<file path="config.mk">
export PLATFORM = sky130hd
export DESIGN_NAME = aes_dec_session_ctrl
export DESIGN_NICKNAME = d
export VERILOG_FILES = /design/src/rtl/aes_dec_session_ctrl.sv
export SDC_FILE = /design/constraint.sdc
export NUM_CORES = 1
export LEC_CHECK = 0
export BUFFER_PORTS_ARGS = -buffer_cell sky130_fd_sc_hd__buf_2
export CAP_MARGIN = 5
export CORE_AREA = 2 2 447 449
export DETAILED_ROUTE_END_ITERATION = 6
export DIE_AREA = 0 0 449 451
export PLACE_DENSITY = 0.3
export SLEW_MARGIN = 30
export SYNTH_ARGS = -nofsm -noshare
export SYNTH_HDL_FRONTEND = slang
export SYNTH_SLANG_ARGS = --single-unit
</file>
<file path="constraint.sdc">
create_clock -name clk -period 2.6 [get_ports clk]
set_input_delay 0.13 -clock clk [delete_from_list [all_inputs] [get_ports clk]]
set_output_delay 0.13 -clock clk [all_outputs]
set_load 0.05 [all_outputs]
</file>
<file path="src/rtl/aes_dec_session_ctrl.sv">
// Shares one AES-128 decrypt core between two requesters: round-robin grant,
// then latch, hold core in reset, start, wait fixed latency, return plaintext.
module aes_dec_session_ctrl #(
    parameter int DATA_W    = 128,
    parameter int KEY_SETUP = 2,
    parameter int CORE_LAT  = 12
) (
    input  logic              clk,
    input  logic              reset,
    input  logic              req0,
    input  logic [DATA_W-1:0] ct0,
    input  logic [DATA_W-1:0] key0,
    output logic              ack0,
    output logic              vld0,
    output logic [DATA_W-1:0] pt0,
    input  logic              req1,
    input  logic [DATA_W-1:0] ct1,
    input  logic [DATA_W-1:0] key1,
    output logic              ack1,
    output logic              vld1,
    output logic [DATA_W-1:0] pt1,
    output logic              core_reset_n,
    output logic              core_reset_n_ka,
    output logic              core_en,
    output logic              core_start,
    output logic [DATA_W-1:0] core_ct,
    output logic [DATA_W-1:0] core_key,
    input  logic [DATA_W-1:0] core_pt,
    output logic              busy,
    output logic              gnt_id
);

    // state | meaning
    // IDLE  | core held in reset, arbitrating requests
    // LATCH | winner's ct/key captured, ack pulsed
    // SETUP | core and key expansion held in reset for KEY_SETUP cycles
    // START | resets released, start pulsed
    // WAIT  | core running for CORE_LAT cycles
    // DONE  | plaintext captured, vld pulsed to the winner
    typedef enum logic [2:0] {IDLE, LATCH, SETUP, START, WAIT, DONE} state_t;

    localparam logic [4:0] KEY_SETUP_CNT = 5'(KEY_SETUP);
    localparam logic [4:0] CORE_LAT_CNT  = 5'(CORE_LAT);

    state_t     state;
    logic [4:0] cnt;
    logic       win;

    // On a tie the requester not served last time wins.
    always_comb begin
        win = req1;
        if (req0 && req1) win = ~gnt_id;
    end

    always_ff @(posedge clk) begin
        if (reset) begin
            state           <= IDLE;
            cnt             <= '0;
            ack0            <= 1'b0;
            ack1            <= 1'b0;
            vld0            <= 1'b0;
            vld1            <= 1'b0;
            pt0             <= '0;
            pt1             <= '0;
            core_reset_n    <= 1'b0;
            core_reset_n_ka <= 1'b0;
            core_en         <= 1'b0;
            core_start      <= 1'b0;
            core_ct         <= '0;
            core_key        <= '0;
            busy            <= 1'b0;
            gnt_id          <= 1'b1;
        end else begin
            ack0       <= 1'b0;
            ack1       <= 1'b0;
            vld0       <= 1'b0;
            vld1       <= 1'b0;
            core_start <= 1'b0;
            unique case (state)
                IDLE: begin
                    core_reset_n    <= 1'b0;
                    core_reset_n_ka <= 1'b0;
                    core_en         <= 1'b0;
                    if (req0 || req1) begin
                        state  <= LATCH;
                        busy   <= 1'b1;
                        gnt_id <= win;
                        if (win) begin
                            ack1     <= 1'b1;
                            core_ct  <= ct1;
                            core_key <= key1;
                        end else begin
                            ack0     <= 1'b1;
                            core_ct  <= ct0;
                            core_key <= key0;
                        end
                    end
                end
                LATCH: begin
                    state <= SETUP;
                    cnt   <= KEY_SETUP_CNT;
                end
                SETUP: begin
                    if (cnt <= 5'd1) begin
                        state           <= START;
                        core_reset_n    <= 1'b1;
                        core_reset_n_ka <= 1'b1;
                        core_en         <= 1'b1;
                        core_start      <= 1'b1;
                    end else begin
                        cnt <= cnt - 5'd1;
                    end
                end
                START: begin
                    state <= WAIT;
                    cnt   <= CORE_LAT_CNT;
                end
                WAIT: begin
                    if (cnt <= 5'd1) begin
                        state   <= DONE;
                        core_en <= 1'b0;
                        if (gnt_id) begin
                            pt1  <= core_pt;
                            vld1 <= 1'b1;
                        end else begin
                            pt0  <= core_pt;
                            vld0 <= 1'b1;
                        end
                    end else begin
                        cnt <= cnt - 5'd1;
                    end
                end
                DONE: begin
                    state           <= IDLE;
                    busy            <= 1'b0;
                    core_reset_n    <= 1'b0;
                    core_reset_n_ka <= 1'b0;
                end
                default: begin
                    state <= IDLE;
                    busy  <= 1'b0;
                end
            endcase
        end
    end

endmodule

</file>
Word-level counts from Yosys, hierarchy flattened
Cells that the tools add are included.
{"block": "totals", "ramBits": 0, "word_cells": 73, "ff_bits": 529, "rom_bits": 0, "latchBits": 0, "memories": 0}
{"block": "op_classes", "bitwise_logic": 7, "mul": 0, "mux": 20, "n_reduce_logical": 20, "n_eq_ne": 9, "order_cmp": 1, "add_sub_neg": 1, "n_shift": 0, "n_div": 0}
{"cell": "two-way mux 128 bit", "count": 2}
{"cell": "one-hot mux 3 bit (5 select lines)", "count": 1}
{"cell": "one-hot mux 5 bit (3 select lines)", "count": 1}
{"cell": "AND reduction 3 bit", "count": 4}
{"cell": "two-way mux 1 bit", "count": 9}
{"cell": "two-way mux 3 bit", "count": 3}
{"cell": "!= test 2 bit, second input constant", "count": 4}
{"cell": "AND reduction 2 bit", "count": 4}
{"cell": "NOT 1 bit", "count": 7}
{"cell": "equality test 3 x 2 -> 1 bit, second input constant", "count": 2}
{"cell": "equality test 3 bit, second input constant", "count": 2}
{"cell": "nonzero test 3 bit", "count": 2}
{"cell": "OR reduction 2 bit", "count": 3}
{"cell": "OR reduction 3 bit", "count": 2}
{"cell": "<= comparator 5 x 1 -> 1 bit, second input constant", "count": 1}
{"cell": "two-way mux 5 bit", "count": 1}
{"cell": "subtractor 5 x 1 -> 5 bit, second input constant", "count": 1}
{"cell": "one-hot mux 1 bit (2 select lines)", "count": 2}
{"cell": "OR reduction 4 bit", "count": 1}
{"cell": "equality test 3 x 1 -> 1 bit, second input constant", "count": 1}
{"cell": "logical NOT 3 bit", "count": 1}
{"cell": "one-hot mux 1 bit (3 select lines)", "count": 1}
{"cell": "nonzero test 2 bit", "count": 1}
{"cell": "logical AND 1 bit", "count": 1}
{"cell": "logical OR 1 bit", "count": 1}

Longest topological paths before layout
{"block": "logic_depth", "word_depth": 4, "depth_mapped": 8, "depth_no_buf": 6}

Worst setup path after synthesis
Ideal clock, no wire load.
{"block": "synth_path", "kind": "register to register", "start": "register gnt_id", "end": "register core_ct[100]", "slack_ns": 0.686, "path_buffers": 2, "path_stages_with_launch": 7, "setup_time_ns": 0.091, "arrival_time_ns": 1.823, "path_cell_list": "dfxtp_1 nand2_1 nand2_1 clkbuf_1 clkbuf_1 nand2_1 a311oi_1"}
{"block": "synth_via", "elab_chain_len": 3}
{"item": "start: declaration", "line_no": "30", "source": "output logic gnt_id"}
{"item": "start signal: assignment", "line_no": "87", "source": "gnt_id <= win;"}
{"item": "NOT 1 bit (no source line)"}
{"item": "two-way mux 1 bit", "line_no": "52", "source": "if (req0 && req1) win = ~gnt_id;"}
{"item": "two-way mux 128 bit", "line_no": "88", "source": "if (win) begin"}
{"item": "end signal: assignment", "line_no": "90", "source": "core_ct <= ct1;"}
{"item": "end signal: assignment", "line_no": "94", "source": "core_ct <= ct0;"}
{"item": "end: declaration", "line_no": "26", "source": "output logic [DATA_W-1:0] core_ct,"}
Every way passes these cells.
A chain may end at the register's enable or synchronous reset.

Worst setup path in the final report
{"block": "layout_path", "start": "register state[1]", "end": "register core_key[41]"}
{"block": "layout_via", "elab_chain_len": 2}
{"item": "start: declaration", "line_no": "45", "source": "state_t state;"}
{"item": "start signal: assignment", "line_no": "57", "source": "state <= IDLE;"}
{"item": "start signal: assignment", "line_no": "85", "source": "state <= LATCH;"}
{"item": "start signal: assignment", "line_no": "100", "source": "state <= SETUP;"}
{"item": "logical NOT 3 bit", "line_no": "79", "source": "unique case (state)"}
{"item": "AND reduction 2 bit (no source line)"}
{"item": "end signal: assignment", "line_no": "91", "source": "core_key <= key1;"}
{"item": "end signal: assignment", "line_no": "95", "source": "core_key <= key0;"}
{"item": "end: declaration", "line_no": "27", "source": "output logic [DATA_W-1:0] core_key,"}
Every way passes these cells.

==> insert_results.sql <==
INSERT INTO impl_metrics (metric_group, metric, value, unit) VALUES
('status', 'outcome', 'completed', ''),
('setup_path', 'timing.critical_path.cells', 'nor4_4 -> buf_4 -> clkbuf_16 -> buf_12 -> buf_12 -> nor2_1 -> a311oi_1 -> dlygate4sd3_1', ''),
('sta', 'finalMaxSlewViolations', '0', ''),
('clock_network', 'worstSkewPairLatency', '710', 'ps'),
('grt', 'global_route.usage.met2', '20.3', '%'),
('floorplanning', 'floorplan.die.height', '451', 'µm'),
('synthesis', 'postSynth.asyncResetShare', '0', '%'),
('pwr', 'power.total', '37.1', 'mW'),
('clock_network', 'path_clk_slew', '60', 'ps'),
('floorplanning', 'floorplan.die.width', '449', 'µm'),
('pwr', 'seq_power_share', '28.9', '%'),
('floorplanning', 'placement_rows', '164', ''),
('synthesis', 'mappedNetlistNets', '3286', ''),
('sta', 'hold_violations', '0', ''),
('pwr', 'switching_share', '43.1', '%'),
('synthesis', 'synth.ff_latch_count', '529', ''),
('sta', 'post-route-min-period', '2430', 'ps'),
('route', 'drt_wl_total', '126000', 'µm'),
('layout', 'final_layout_size_suffix_gt1_share', '31.7', '%'),
('grt', 'met1_usage', '13.3', '%'),
('pwr', 'total_leakage_power', '17.2', 'nW'),
('grt', 'grt_usage', '11.8', '%'),
('synthesis', 'synth-edff-count', '0', ''),
('synthesis', 'unique_masters_post_synth', '44', ''),
('pwr', 'ir_drop', '0.519', 'mV'),
('grt', 'initial_antenna_violation_count', '18', ''),
('clock_network', 'cts_made_buffers', '75', ''),
('setup_path', 'crit_slowest_cell', 'dlygate4sd3_1', ''),
('sta', 'maxClockFrequency', '0.411', 'GHz'),
('min_path', 'holdCritPathClass', 'primary input to flip-flop', ''),
('pwr', 'power_report.internal_total', '21.1', 'mW'),
('grt', 'globalRouteMet3Util', '3.26', '%'),
('clock_network', 'tritoncts', 'built', ''),
('grt', 'overflow', '0', ''),
('layout', 'final_area', '39200', 'µm²'),
('min_path', 'hold_start', 'req0', ''),
('route', 'avgViaCountPerCell', '3.56', ''),
('layout', 'design.final.nets', '5074', ''),
('floorplanning', 'die_footprint', '202000', 'µm²'),
('floorplanning', 'floorplan.io_pins', '1166', ''),
('synthesis', 'synthesis.instances', '2640', ''),
('synthesis', 'synth.avg_cell_area', '7.73', 'µm²'),
('route', 'antenna_violating_nets_post_route', '0', ''),
('pwr', 'power.switching', '16.0', 'mW'),
('setup_path', 'critical_path.max_fanout', '36', ''),
('route', 'drc_errors_left', '0', ''),
('grt', 'first_pass_grt_wire_length', '178000', 'µm'),
('clock_network', 'tritoncts_num_sinks', '529', ''),
('floorplanning', 'floorplan.initialDensity', '10.3', '%'),
('place', 'dpl-instance-area', '29900', 'µm²'),
('sta', 'setup-violations-final', '0', ''),
('sta', 'max-slew-margin-rel', '58.8', '%'),
('setup_path', 'cp-start-kind', 'flip-flop', ''),
('clock_network', 'clockRootBuffer', 'clkbuf_16', ''),
('setup_path', 'critical_path_class', 'flip-flop to flip-flop', ''),
('sta', 'grt_setup_unrepaired', 'false', ''),
('setup_path', 'crit_path_max_incr_delay', '580', 'ps'),
('layout', 'multi_input_comb_area', '8890', 'µm²'),
('sta', 'final.period_utilization', '93.5', '%'),
('synthesis', 'warnings_synthesis', '0', ''),
('pwr', 'power.combinational.fraction', '42.1', '%'),
('place', 'routabilityCongestion', '0.835', ''),
('floorplanning', 'design.core.area', '198000', 'µm²'),
('synthesis', 'netlist_area', '20400', 'µm²'),
('synthesis', 'postSynth.topFlopCell', 'dfxtp_1', ''),
('setup_path', 'cpMostUsedCell', 'buf_12', ''),
('grt', 'grt_max_degree', '88', ''),
('route', 'drt-wirelength-per-cell', '17.7', 'µm'),
('sta', 'finalSetupTns', '0', 'ps'),
('pwr', 'power-per-cell-area', '947', 'nW/µm²'),
('place', 'post-dp-hpwl', '92500', 'µm');
metal layers:
metal / up-vias / share of wire (%)
met1: 11900 / 40
met5: - / 0.0071
met3: 176 / 6.4
met4: 2 / 4.1
met2: 830 / 49
li1: 12500 / -
flip-flops by register name, indices dropped and copies added (netlist names):
| register | cells |
|---|---|
| ack1 | 1 |
| state | 3 |
| busy | 1 |
| core_reset_n_ka | 1 |
| core_start | 1 |
| ack0 | 1 |
| pt0 | 128 |
| vld0 | 1 |
| vld1 | 1 |
| core_ct | 128 |
| core_key | 128 |
| core_en | 1 |
| gnt_id | 1 |
| cnt | 5 |
| pt1 | 128 |
Yosys cell counts, types with 2 or more instances:
library cell,number,area (µm²)
inv_1,3,11.3
dfxtp_1,529,10600
nand2b_1,3,18.8
nor3_1,7,35.0
ha_1,2,25.0
nand2_1,1031,3870
clkbuf_1,179,672
nor2b_1,2,12.5
o211ai_1,2,15.0
nor2_1,268,1010
a31oi_1,2,12.5
o21bai_1,2,15.0
a311oi_1,256,2240
o21ai_0,6,30.0
buf_2,53,265
nand4b_1,2,17.5
a21oi_1,266,1330
power groups by stage:
| stage | clock [mW] | sequential [mW] | combinational (mW) |
|---|---|---|---|
| final | 10.7 | 10.7 | 15.6 |
| after global routing | 11.6 | 10.9 | 16.7 |
| after CTS | 11.3 | 10.7 | 15.3 |
| after detailed placement | 0 | 10.9 | 13.4 |
| after global placement | 0 | 10.9 | 13.4 |
| after floorplan | 0 | 15.7 | 4.01 |
cell families (layout without fill, tap and decap cells):
| kind of cell | Yosys count | in the layout | synth area share, % |
|---|---|---|---|
| compound gates | 543 | 543 | 18.2 |
| xor+xnor | 1 | 1 | 0.0429 |
| fa+ha+maj | 2 | 2 | 0.123 |
| buf+inv | 236 | 2080 | 4.68 |
| flops | 529 | 529 | 51.9 |
| mux | 1 | 1 | 0.0552 |
| other cells | 0 | 11 | 0 |
| simple gates | 1328 | 1329 | 24.9 |
worst max-delay path, delay by kind of cell (launching register included):
family          cells  cell delay, ps
simple gates        2             290
compound gates      1             240
flops               1             410
buf+inv             5            1350
final timing paths:
kind	depth (start not counted)	end	slack [ps]
setup / recovery	8	core_key[41]	170
hold / removal	5	core_ct[110]	60
setup reg to reg	8	core_key[41]	170
hold reg to reg	2	pt0[96]	450
stage by stage:
| step | hold slack (ps) | util [%] | instances | worst slack, ps |
|---|---|---|---|---|
| 3_3_place_gp | 385 | 15.1 | 6343 | 521 |
| 6_report | 56.4 | 19.8 | 7152 | 170 |
| 2_1_floorplan | 266 | - | 2640 | 686 |
| 3_5_place_dp | 390 | 15.1 | 6343 | 518 |
| 5_1_grt | 23.0 | 19.8 | 7150 | 5.23 |
| 4_1_cts | 8.84 | 19.6 | 7128 | 17.5 |
layout make-up:
| cell class | instances | share of cell area [%] |
|---|---|---|
| antenna | 11 | 0.0703 |
| multi-input combinational | 1876 | 22.7 |
| clock inverter | 22 | 0.789 |
| inverter | 3 | 0.0288 |
| clock buffer | 112 | 5.64 |
| tap | 2656 | 8.49 |
| timing repair buffer | 1943 | 35.2 |
| sequential | 529 | 27.1 |
placed cells by master, fill, tap and decap left out, drive strengths merged, types with 8 or more instances in the layout:
cell / count
a311oi: 256
nor3: 8
dlygate4sd3: 652
diode: 11
clkinv: 13
dfxtp: 529
inv: 8
a21oi: 266
buf: 1288
nand2: 1031
nor2: 268
clkbuf: 115
what timing repair did:
| item | in CTS | in global routing |
|---|---|---|
| gates resized for setup | 0 | 10 |
| endpoints found under the setup margin | 0 | 168 |
| buffers inserted | 0 | 7 |
| hold buffers | 651 | 1 |
| hold endpoints to repair | 516 | 1 |
Power figures use the tool's default switching activity.
